--- src/rtl/dmem_arbiter.sv ---
// Two-port round-robin arbiter in front of a single-port data memory, with a
// bounded bus lock and registered read/error responses one cycle after grant.
module dmem_arbiter #(
   parameter int DATA_WIDTH = 32,
   parameter int MAX_LOCK   = 8,
   parameter int CNT_W      = 4
) (
   input  logic                  clk,
   input  logic                  reset,
   input  logic                  p0_req_i,
   input  logic                  p0_we_i,
   input  logic                  p0_lock_i,
   input  logic [DATA_WIDTH-1:0] p0_addr_i,
   input  logic [DATA_WIDTH-1:0] p0_wdata_i,
   output logic                  p0_gnt_o,
   output logic                  p0_rvalid_o,
   output logic [DATA_WIDTH-1:0] p0_rdata_o,
   output logic                  p0_err_o,
   input  logic                  p1_req_i,
   input  logic                  p1_we_i,
   input  logic                  p1_lock_i,
   input  logic [DATA_WIDTH-1:0] p1_addr_i,
   input  logic [DATA_WIDTH-1:0] p1_wdata_i,
   output logic                  p1_gnt_o,
   output logic                  p1_rvalid_o,
   output logic [DATA_WIDTH-1:0] p1_rdata_o,
   output logic                  p1_err_o,
   output logic                  mem_write_o,
   output logic                  mem_read_o,
   output logic [DATA_WIDTH-1:0] mem_addr_o,
   output logic [DATA_WIDTH-1:0] mem_wdata_o,
   input  logic [DATA_WIDTH-1:0] mem_rdata_i
);

   typedef enum logic [1:0] {
      LOCK_NONE = 2'd0,
      LOCK_P0   = 2'd1,
      LOCK_P1   = 2'd2
   } lock_state_e;

   localparam logic [CNT_W-1:0] MAX_CNT = CNT_W'(MAX_LOCK);

   lock_state_e           lock_state_q, lock_state_d;
   logic                  last_grant_q, last_grant_d;
   logic [CNT_W-1:0]      lock_cnt_q, lock_cnt_d;
   logic                  p0_rvalid_q, p0_rvalid_d, p0_err_q, p0_err_d;
   logic                  p1_rvalid_q, p1_rvalid_d, p1_err_q, p1_err_d;
   logic [DATA_WIDTH-1:0] p0_rdata_q, p0_rdata_d, p1_rdata_q, p1_rdata_d;

   logic                  req0, req1, lock_active, lock_owner, owner_req, other_req;
   logic                  gnt_any, gnt_sel, gnt0, gnt1;
   logic                  sel_we, sel_lock, sel_other_req, misaligned;
   logic [DATA_WIDTH-1:0] sel_addr, sel_wdata;

   always_comb begin
      // Requests are masked during reset so nothing is granted or written.
      req0        = p0_req_i & ~reset;
      req1        = p1_req_i & ~reset;
      lock_active = (lock_state_q != LOCK_NONE);
      lock_owner  = (lock_state_q == LOCK_P1);
      owner_req   = lock_owner ? req1 : req0;
      other_req   = lock_owner ? req0 : req1;
      gnt_any     = 1'b0;
      gnt_sel     = 1'b0;
      if (lock_active && owner_req && (!other_req || lock_cnt_q < MAX_CNT)) begin
         gnt_any = 1'b1;
         gnt_sel = lock_owner;
      end else if (lock_active && owner_req) begin
         gnt_any = 1'b1;
         gnt_sel = ~lock_owner;
      end else if (req0 && req1) begin
         gnt_any = 1'b1;
         gnt_sel = ~last_grant_q;
      end else if (req0 || req1) begin
         gnt_any = 1'b1;
         gnt_sel = req1;
      end
      gnt0          = gnt_any & ~gnt_sel;
      gnt1          = gnt_any & gnt_sel;
      sel_we        = gnt_sel ? p1_we_i    : p0_we_i;
      sel_lock      = gnt_sel ? p1_lock_i  : p0_lock_i;
      sel_addr      = gnt_sel ? p1_addr_i  : p0_addr_i;
      sel_wdata     = gnt_sel ? p1_wdata_i : p0_wdata_i;
      sel_other_req = gnt_sel ? req0 : req1;
      misaligned    = |sel_addr[1:0];
   end

   assign p0_gnt_o    = gnt0;
   assign p1_gnt_o    = gnt1;
   assign mem_write_o = gnt_any & ~misaligned & sel_we;
   assign mem_read_o  = gnt_any & ~misaligned & ~sel_we;
   assign mem_addr_o  = gnt_any ? sel_addr  : '0;
   assign mem_wdata_o = gnt_any ? sel_wdata : '0;

   always_comb begin
      last_grant_d = gnt_any ? gnt_sel : last_grant_q;
      lock_state_d = LOCK_NONE;
      lock_cnt_d   = '0;
      if (gnt_any && sel_lock) begin
         lock_state_d = gnt_sel ? LOCK_P1 : LOCK_P0;
         // The acquiring grant counts toward the bound when the other port waits.
         if (lock_active && (lock_owner == gnt_sel)) begin
            lock_cnt_d = lock_cnt_q;
            if (sel_other_req && lock_cnt_q < MAX_CNT)
               lock_cnt_d = lock_cnt_q + CNT_W'(1);
         end else begin
            lock_cnt_d = sel_other_req ? CNT_W'(1) : '0;
         end
      end

      p0_rvalid_d = gnt0 & (misaligned | ~sel_we);
      p0_err_d    = gnt0 & misaligned;
      p0_rdata_d  = p0_rdata_q;
      if (gnt0 && misaligned)   p0_rdata_d = '0;
      else if (gnt0 && !sel_we) p0_rdata_d = mem_rdata_i;

      p1_rvalid_d = gnt1 & (misaligned | ~sel_we);
      p1_err_d    = gnt1 & misaligned;
      p1_rdata_d  = p1_rdata_q;
      if (gnt1 && misaligned)   p1_rdata_d = '0;
      else if (gnt1 && !sel_we) p1_rdata_d = mem_rdata_i;
   end

   always_ff @(posedge clk) begin
      if (reset) begin
         lock_state_q <= LOCK_NONE;
         last_grant_q <= 1'b1;
         lock_cnt_q   <= '0;
         p0_rvalid_q  <= 1'b0;
         p0_err_q     <= 1'b0;
         p0_rdata_q   <= '0;
         p1_rvalid_q  <= 1'b0;
         p1_err_q     <= 1'b0;
         p1_rdata_q   <= '0;
      end else begin
         lock_state_q <= lock_state_d;
         last_grant_q <= last_grant_d;
         lock_cnt_q   <= lock_cnt_d;
         p0_rvalid_q  <= p0_rvalid_d;
         p0_err_q     <= p0_err_d;
         p0_rdata_q   <= p0_rdata_d;
         p1_rvalid_q  <= p1_rvalid_d;
         p1_err_q     <= p1_err_d;
         p1_rdata_q   <= p1_rdata_d;
      end
   end

   assign p0_rvalid_o = p0_rvalid_q;
   assign p0_err_o    = p0_err_q;
   assign p0_rdata_o  = p0_rdata_q;
   assign p1_rvalid_o = p1_rvalid_q;
   assign p1_err_o    = p1_err_q;
   assign p1_rdata_o  = p1_rdata_q;

endmodule

--- config.mk ---
export PLATFORM = sky130hd
export DESIGN_NAME = dmem_arbiter
export DESIGN_NICKNAME = d
export VERILOG_FILES = /design/src/rtl/dmem_arbiter.sv
export SDC_FILE = /design/constraint.sdc
export NUM_CORES = 1
export LEC_CHECK = 0
export BUFFER_PORTS_ARGS = -buffer_cell sky130_fd_sc_hd__buf_4
export CAP_MARGIN = 20
export CORE_AREA = 2 2 119 121
export CTS_BUF_LIST = sky130_fd_sc_hd__clkbuf_8
export CTS_CLUSTER_SIZE = 28
export DETAILED_ROUTE_END_ITERATION = 8
export DIE_AREA = 0 0 121 123
export PLACE_DENSITY = 0.62
export SYNTH_ARGS = -nofsm -noshare
export SYNTH_HDL_FRONTEND = slang
export SYNTH_SLANG_ARGS = --single-unit
--- constraint.sdc ---
create_clock -name clk -period 1.9 [get_ports clk]
set_clock_uncertainty 0.2 [all_clocks]
set_input_delay 0.285 -clock clk [delete_from_list [all_inputs] [get_ports clk]]
set_output_delay 0.285 -clock clk [all_outputs]
set_load 0.02 [all_outputs]
After elaboration in Yosys (flattened, before gate mapping)
Cells that the tools add are included.
{"block": "word_totals", "ff_bits": 75, "latch_bits": 0, "ram_bits": 0, "mem_bits_ro": 0, "in_bits": 168, "word_cells": 73, "mem_count": 0}
{"block": "classes", "n_addsub": 1, "multipliers": 0, "div_mod_pow": 0, "n_lt_le_gt_ge": 1, "eq_ne": 3, "n_shift": 0, "n_mux": 21, "bitwise": 19, "reduce_logical": 19}
{"op": "$mux W32", "count": 4}
{"op": "$mux W1", "count": 14}
{"op": "$and A1 B1 Y1", "count": 11}
{"op": "$logic_and A1 B1 Y1", "count": 10}
{"op": "$mux W4", "count": 2}
{"op": "$reduce_or A2 Y1", "count": 4}
{"op": "$not A1 Y1", "count": 7}
{"op": "$add A4 B1 Y4 const B", "count": 1}
{"op": "$lt A4 B4 Y1 const B", "count": 1}
{"op": "$eq A2 B2 Y1 const B", "count": 1}
{"op": "$logic_not A1 Y1", "count": 2}
{"op": "$logic_or A1 B1 Y1", "count": 2}
{"op": "$mux W2", "count": 1}
{"op": "$ne A2 B1 Y1 const B", "count": 1}
{"op": "$reduce_bool A2 Y1", "count": 1}
{"op": "$eq A1 B1 Y1", "count": 1}
{"op": "$or A1 B1 Y1", "count": 1}

Longest topological paths before layout
Gate-level depths: netlist (run 1).
{"block": "logic_depth", "word_depth": 12, "mapped_depth": 7, "depth_no_buf": 6}

Least setup slack after synthesis (run 1)
OpenSTA, ideal clock, no wires.
{"block": "synth_timing", "kind": "reg-to-output", "start": "register lock_state_q[1]", "end": "output port mem_read_o", "arrival_time_ns": 1.744, "t_required_ns": 1.415, "path_slack_ns": -0.329, "stages_incl_launch_ff": 8, "n_path_buf": 1, "path_cell_list": "dfxtp_1 > nor2b_2 > a221oi_4 > o21ai_4 > inv_2 > buf_4 > nand3b_1 > a21oi_1"}
{"block": "synth_via", "elab_chain_cells": 11}
{"element": "start: declaration", "line_no": "43", "rtl": "lock_state_e lock_state_q, lock_state_d;"}
{"element": "start signal: assignment", "line_no": "136", "rtl": "lock_state_q <= lock_state_d;"}
{"element": "$eq A2 B2 Y1", "line_no": "60", "rtl": "lock_owner = (lock_state_q == LOCK_P1);"}
{"element": "$mux W1", "line_no": "62", "rtl": "other_req = lock_owner ? req0 : req1;"}
{"element": "$logic_not A1 Y1", "line_no": "65", "rtl": "if (lock_active && owner_req && (!other_req || lock_cnt_q < MAX_CNT)) begin"}
{"element": "$logic_or A1 B1 Y1", "line_no": "65"}
{"element": "$logic_and A1 B1 Y1", "line_no": "65"}
{"element": "$mux W1", "line_no": "65"}
{"element": "$mux W32", "line_no": "82", "rtl": "sel_addr = gnt_sel ? p1_addr_i : p0_addr_i;"}
{"element": "$reduce_or A2 Y1", "line_no": "85", "rtl": "misaligned = |sel_addr[1:0];"}
{"element": "$not A1 Y1", "line_no": "91", "rtl": "assign mem_read_o = gnt_any & ~misaligned & ~sel_we;"}
{"element": "$and A1 B1 Y1", "line_no": "91"}
{"element": "$and A1 B1 Y1 (*)", "line_no": "91"}
{"element": "end: declaration", "line_no": "29", "rtl": "output logic mem_read_o,"}
Every way passes the cells marked *; elsewhere a longest branch is shown, timed or not.

Worst setup path after layout (run 1)
{"block": "layout_timing", "start": "register lock_state_q[1]", "end": "output port mem_wdata_o[4]"}
{"block": "layout_via", "elab_chain_cells": 8}
{"element": "$eq A2 B2 Y1", "line_no": "60"}
{"element": "$mux W1", "line_no": "62"}
{"element": "$logic_not A1 Y1", "line_no": "65"}
{"element": "$logic_or A1 B1 Y1", "line_no": "65"}
{"element": "$logic_and A1 B1 Y1", "line_no": "65"}
{"element": "$mux W1", "line_no": "65"}
{"element": "$mux W32", "line_no": "83", "rtl": "sel_wdata = gnt_sel ? p1_wdata_i : p0_wdata_i;"}
{"element": "$mux W32 (*)", "line_no": "93", "rtl": "assign mem_wdata_o = gnt_any ? sel_wdata : '0;"}
{"element": "end: declaration", "line_no": "31", "rtl": "output logic [DATA_WIDTH-1:0] mem_wdata_o,"}
Marked as above.

==> impl_metrics.csv, run 1 <==
group,metric,value,unit
run_status,run_status,"finished, violations left",
run_status,violated_checks,"setup timing",
setup_path,endpoint_kind,"primary output",
cells_and_area,design.final.nets,938,
floorplan,chipHeight,123,um
synth,post_synth_inst_count,394,
grt,grt.overflow.total,0,
cts,clk_buf_depth,2,
sta,timing_worst_slew_pin_value,406.3,ps
cts,clock_sinks,75,
drt,routed_wire_length_per_instance,18.44,um
setup_path,worstReg2RegEnd,"p0_rdata_o[5]$_SDFFE_PP0P_",
cts,tritoncts,"yes",
power,internal_power,3.205,mW
synth,ys_types,35,
power,power.combinational.fraction,33.8,%
sta,layout_setup_ws,-599.8,ps
place,place.detailed.hpwl,12330,um
synth,synth_edf_count,0,
grt,global_route.usage.total,20.97,%
power,power_per_cell_area,573.0,nW/um2
synth,synth.net_count,563,
setup_path,launching_element_of_the_worst_setup_path,"lock_state_q[1]$_SDFF_PP0_",
drt,dr.first_iter.drc_count,229,
sta,hold_violations,0,
synth,netlist.top_cell.by_area,"sky130_fd_sc_hd__dfxtp_1",
synth,yosys.area.top_type_share,43.03,%
cells_and_area,post_route_cells_drive_above_1_share,59.56,%
sta,final.min_clock_period,2500,ps
cts,clk_pin_slew,80,ps
synth,yosys_register_bits,75,
setup_path,cp_data_arrival_time,2010,ps
drt,wl,17630,um
synth,synth-warning-count,0,
sta,max-slew-margin-rel,72.86,%
setup_path,crit_path_max_fanout,7,
drt,vias,4572,
sta,hold_ws,27.26,ps
setup_path,critical_path.startpoint_type,"register",
synth,yosysSeqAreaShare,43.03,%
drt,number_of_remaining_drc_errors,0,
hold_path,min_path_cells,2,
setup_path,critical_path.reg2reg.startpoint,"lock_state_q[1]$_SDFF_PP0_",
sta,final_number_of_max_transition_violations,0,
place,place.gp.congestion,0.9088,
cts,root_buffer,"sky130_fd_sc_hd__clkbuf_8",
synth,syn-cell-area,3490,um2
drt,drtAntennaViolNets,0,
cts,numCtsBuffers,9,
cts,htreeDepth,3,
floorplan,chipWidth,121,um
power,switchingPower,1.329,mW
floorplan,boundaryPins,304,
drt,drt-vias-per-instance,4.782,
synth,synth_top_cells_by_area,"sky130_fd_sc_hd__dfxtp_1, sky130_fd_sc_hd__a22o_1, sky130_fd_sc_hd__mux2i_1, sky130_fd_sc_hd__nand2_1, sky130_fd_sc_hd__a21oi_1",
power,power.sequential.fraction,36.0,%
cells_and_area,synthToLayoutAreaGrowth,126.7,%
sta,layout_worst_path_cycle_share,131.6,%
setup_path,crit_type,"reg2out",
sta,finalSetupViolCount,113,
power,design_power_total,4.534,mW
grt,first_global_vias,4518,
synth,synth-main-ff-cell,"sky130_fd_sc_hd__dfxtp_1",
floorplan,initial_core_util,25.64,%
floorplan,core_area,13610,um2
grt,grt_max_degree,33,
power,power.share.clock,30.2,%
cells_and_area,layout.filler_cells,1157,
power,ir_drop,364.5,uV
drt,detail_route.first_pass.iterations,4,
place,dp_worst_setup_slack,-282.5,ps
sta,rsz_0062_raised_after_global_routing,"true",
hold_path,min_path_type,"in2reg",
floorplan,floorplan.die_area,14880,um2
setup_path,cp_data_required_time,1410,ps
power,p_leak,3.866,nW
cts,worst_skew_pair.late_latency,340,ps
synth,synthArstFlopShare,0,%
floorplan,floorplan.rows,43,
place,io_buffer_count,303,
grt,grt_antenna_before_repair,2,
sta,maxClockFrequency,400.0,MHz
setup_path,crit_end,"mem_wdata_o[4]",
setup_path,rr_worst_depth,7,
job,max_capacitance_violation_count,0,
grt,grt_pass1_wl,23990,um
power,switching_share,29.31,%
setup_path,reg2reg_slack,-120,ps
synth,synth_area_per_cell,8.857,um2
## cell type report
type / instances / area, um2 / share of cell area, %
Tap cell: 180 / 225.2 / 2.846
Inverter: 3 / 13.76 / 0.1739
Clock inverter: 7 / 98.84 / 1.249
Timing Repair Buffer: 395 / 3567 / 45.08
Sequential cell: 75 / 1508 / 19.05
Antenna cell: 2 / 5.005 / 0.06325
Multi-Input combinational cell: 285 / 2371 / 29.97
Clock buffer: 9 / 123.9 / 1.565
## per-stage QoR
step / instance area, um2 / utilization, % / instances / TNS (ps)
global placement: 6660 / 48.93 / 887 / -14390
floorplan: 3941 / - / 394 / -8059
detailed placement: 6660 / 48.93 / 887 / -16340
CTS: 7582 / 55.70 / 943 / -40970
finish: 7913 / 58.13 / 956 / -41720
global route: 7908 / 58.09 / 954 / -51270
## worst min path at each step
stage                                             end                   startpoint
final                          p1_rvalid_o$_SDFF_PP0_                      p1_we_i
after global routing           p1_rvalid_o$_SDFF_PP0_                      p1_we_i
after CTS                      p1_rvalid_o$_SDFF_PP0_                      p1_we_i
after detailed placement  p0_rdata_o[18]$_SDFFE_PP0P_  p0_rdata_o[18]$_SDFFE_PP0P_
after global placement     p0_rdata_o[5]$_SDFFE_PP0P_   p0_rdata_o[5]$_SDFFE_PP0P_
after floorplan                p1_rvalid_o$_SDFF_PP0_                      p1_we_i
## power groups by stage
stage                     clock network (mW)  logic, mW  registers, mW
after global placement                     0       1.25           1.67
after CTS                               1.41       1.43           1.63
final                                   1.37       1.53           1.63
after floorplan                            0      0.554           1.71
after detailed placement                   0       1.26           1.67
after global routing                    1.48       1.61           1.64
## cell families after synthesis
| kind of cell | count (synthesis) | synth area share, % |
|---|---|---|
| and+or+nand+nor | 129 | 15.10 |
| AOI/OAI and AO/OA | 121 | 26.25 |
| DFF | 75 | 43.03 |
| buffers and inverters | 34 | 5.557 |
| muxes | 33 | 9.466 |
| xor gates and xnor gates | 1 | 0.2510 |
| adders and majority gates | 1 | 0.3585 |
## worst max-delay path, cell delays in order, from the launching register on
cell and delay, ps:
sky130_fd_sc_hd__dfxtp_2 330, sky130_fd_sc_hd__nor2b_4 140, sky130_fd_sc_hd__a221o_2 410, sky130_fd_sc_hd__o21ai_4 160
sky130_fd_sc_hd__nor2_4 90, sky130_fd_sc_hd__buf_4 160, sky130_fd_sc_hd__a22o_4 220, sky130_fd_sc_hd__buf_4 160
## registers in the layout, summed over array words and instances, names as in the netlist
signal        cells
p1_err_o          1
p1_rdata_o       32
p0_err_o          1
p0_rvalid_o       1
lock_cnt_q        4
p0_rdata_o       32
p1_rvalid_o       1
lock_state_q      2
last_grant_q      1
## repair_timing
| action | 4_1_cts | 5_1_grt |
|---|---|---|
| gates cloned | 3 | 9 |
| hold buffers | 35 | 0 |
| resized for setup | 60 | 32 |
| endpoints found under the setup margin | 70 | 138 |
| endpoints found under the hold margin | 65 | 0 |
| buffers inserted | 4 | 3 |
| pin swaps | 1 | 10 |
## Yosys cell counts (3+ instances only)
master / n
sky130_fd_sc_hd__a21oi_1: 40
sky130_fd_sc_hd__a22o_1: 62
sky130_fd_sc_hd__buf_2: 25
sky130_fd_sc_hd__buf_6: 4
sky130_fd_sc_hd__dfxtp_1: 75
sky130_fd_sc_hd__mux2i_1: 33
sky130_fd_sc_hd__nand2_1: 71
sky130_fd_sc_hd__nor2_1: 42
sky130_fd_sc_hd__nor3_1: 3
sky130_fd_sc_hd__o21ai_0: 5
sky130_fd_sc_hd__o21ai_2: 3
## cells in the final DEF, fill, tap and decap left out, drive strengths merged
cell type and count:
dfxtp 75, xor2 1, nor3b 1, or2 2, a22o 62, nand2b 1
nand4 1, a22oi 2, dlygate4sd3 35, nor2b 3, clkinvlp 1, a32oi 1
o21bai 2, nand3 2, a221o 1, nand3b 2, o211a 1, nor3 3
a21boi 1, bufbuf 2, mux2i 33, a211oi 1, o21ai 9, buf 352
a221oi 1, diode 2, clkinv 2, nor2 43, clkbuf 15, nand2 71
bufinv 2, inv 5, a21oi 40, ha 1
## layer usage
metal	vias to the layer above	track usage, %	share of wire [%]
met4	0	5.596	1.8
met3	21	5.673	7.3
met5	-	0	0
met2	208	38.31	51
met1	2187	24.09	39
li1	2156	-	-
Note: power is estimated with default switching activity, not from simulation.
==> run 2: changes to the inputs <==
BUFFER_PORTS_ARGS = -buffer_cell sky130_fd_sc_hd__buf_2   (was -buffer_cell sky130_fd_sc_hd__buf_4)
SLEW_MARGIN = 20   (was unset)
==> impl_metrics.csv, run 2 (same netlist as run 1, synthesis figures left out) <==
group,metric,value,unit
cts,root_buffer,"sky130_fd_sc_hd__clkbuf_8",
floorplan,floorplan.die_area,14880,um2
setup_path,critical_path.startpoint_type,"register",
sta,finalSetupViolCount,89,
place,dp_worst_setup_slack,-287.9,ps
drt,drt-vias-per-instance,4.620,
power,p_leak,3.651,nW
sta,final_number_of_max_transition_violations,0,
power,power_per_cell_area,596.9,nW/um2
floorplan,floorplan.rows,43,
cts,tritoncts,"yes",
hold_path,min_path_type,"in2reg",
drt,vias,4389,
sta,layout_setup_ws,-613.7,ps
setup_path,cp_data_arrival_time,2030,ps
setup_path,cp_data_required_time,1410,ps
sta,final.setup.tns,-38910,ps
sta,hold_violations,0,
cts,numCtsBuffers,9,
setup_path,crit_path_max_fanout,22,
drt,detail_route.first_pass.iterations,4,
floorplan,chipWidth,121,um
place,place.detailed.hpwl,11250,um
cells_and_area,post_route_cells_drive_above_1_share,59.24,%
grt,grt_pass1_wl,21910,um
grt,first_global_vias,4114,
cells_and_area,final_cell_area,7088,um2
setup_path,crit_type,"reg2out",
cells_and_area,final_common_cell,"sky130_fd_sc_hd__buf_2",
place,io_buffer_count,303,
cts,clk_pin_slew,90,ps
cts,clock_sinks,75,
job,max_capacitance_violation_count,0,
sta,max-slew-margin-rel,74.01,%
drt,wl,15720,um
run_status,run_status,"finished, violations left",
drt,routed_wire_length_per_instance,16.55,um
power,design_power_total,4.231,mW
sta,rsz_0062_raised_after_global_routing,"true",
cells_and_area,synthToLayoutAreaGrowth,103.1,%
floorplan,chipHeight,123,um
grt,grt_max_degree,33,
power,ir_drop,324.6,uV
drt,dr.first_iter.drc_count,205,
run_status,violated_checks,"setup timing",
grt,grt.overflow.total,0,
sta,timing_worst_slew_pin_value,385.8,ps
grt,grt_antenna_before_repair,2,
cells_and_area,design.final.nets,932,
floorplan,boundaryPins,304,
floorplan,core_area,13610,um2
sta,layout_worst_path_cycle_share,132.3,%
cts,clk_buf_depth,2,
grt,global_route.usage.total,19.11,%
drt,drtAntennaViolNets,0,
cts,htreeDepth,3,
sta,maxClockFrequency,397.8,MHz
place,placed_cell_area,5859,um2
setup_path,endpoint_kind,"primary output",
sta,final.min_clock_period,2514,ps
cells_and_area,layout.cells.most_common_list,"sky130_fd_sc_hd__buf_2, sky130_fd_sc_hd__dfxtp_1, sky130_fd_sc_hd__nand2_1",
place,place.gp.congestion,0.8944,
floorplan,initial_core_util,25.64,%
drt,number_of_remaining_drc_errors,0,
cells_and_area,post_layout_nonfiller_instances,950,
place,total_placed_cells_including_tap_cells,882,
cts,worst_skew_pair.late_latency,340,ps
[run 2: cell count changes in the layout (fill, tap and decap cells not counted), sizes merged]
cell,previous run,this run
bufbuf,2,0
clkinvlp,1,3
buf,352,351
bufinv,2,1
clkbuf,15,14
clkinv,2,1
dlygate4sd3,35,34
inv,5,4
[run 2: area by class of cell]
class / instances / area, um2
flip-flops and latches: 75 / 1508
repair buffers: 389 / 2773
well taps: 180 / 225.2
clock buffers: 10 / 137.6
inverters: 3 / 16.27
multi-input cells: 285 / 2359
clock inverters: 6 / 65.06
diodes: 2 / 5.005
fillers: 1248 / 6524
[run 2: path summary, 6_finish.rpt]
| path | start | end | slack [ps] | depth (start not counted) |
|---|---|---|---|---|
| worst min-delay path | p1_we_i | p1_rvalid_o$_SDFF_PP0_ | 40 | 2 |
| worst max-delay path | lock_state_q[1]$_SDFF_PP0_ | mem_wdata_o[6] | -610 | 7 |
| worst max register to register | lock_state_q[1]$_SDFF_PP0_ | p0_rdata_o[30]$_SDFFE_PP0P_ | -30 | 8 |
| worst min register to register | p0_rdata_o[3]$_SDFFE_PP0P_ | p0_rdata_o[3]$_SDFFE_PP0P_ | 250 | 2 |
[run 2: per-stage QoR]
step	hold WS, ps	util (%)
6_report	40.07	52.07
5_1_grt	42.72	52.04
4_1_cts	23.41	50.01
3_5_place_dp	243.6	43.05
3_3_place_gp	238.9	43.05
2_1_floorplan	176.9	-
[run 2: what timing repair did]
| item | in CTS | in global routing |
|---|---|---|
| setup endpoints to repair | 70 | 136 |
| endpoints found under the hold margin | 63 | 0 |
| hold buffers | 34 | 0 |
| gates resized for setup | 83 | 40 |
| pin swaps | 4 | 16 |
| buffers inserted | 6 | 2 |
| gates cloned | 4 | 6 |
[run 2: power by group]
| part | internal, mW | switching (mW) |
|---|---|---|
| clock network | 0.643 | 0.634 |
| registers | 1.61 | 0.0206 |
| logic | 0.673 | 0.650 |
[run 2: layer usage]
metal  GRT usage (%)  vias up  share of wire, %
li1                -     2145                 -
met1           23.16     2061                42
met2           33.64      176                50
met3           5.581        7               7.1
met4           3.997        0              0.81
met5               0        -                 0
[run 2: critical path, stage by stage (launching register included)]
cell	delay (ps)
sky130_fd_sc_hd__dfxtp_2	340
sky130_fd_sc_hd__nor2b_4	140
sky130_fd_sc_hd__a221o_2	410
sky130_fd_sc_hd__o21ai_4	170
sky130_fd_sc_hd__nor2_4	100
sky130_fd_sc_hd__buf_12	170
sky130_fd_sc_hd__a22o_4	210
sky130_fd_sc_hd__buf_2	150
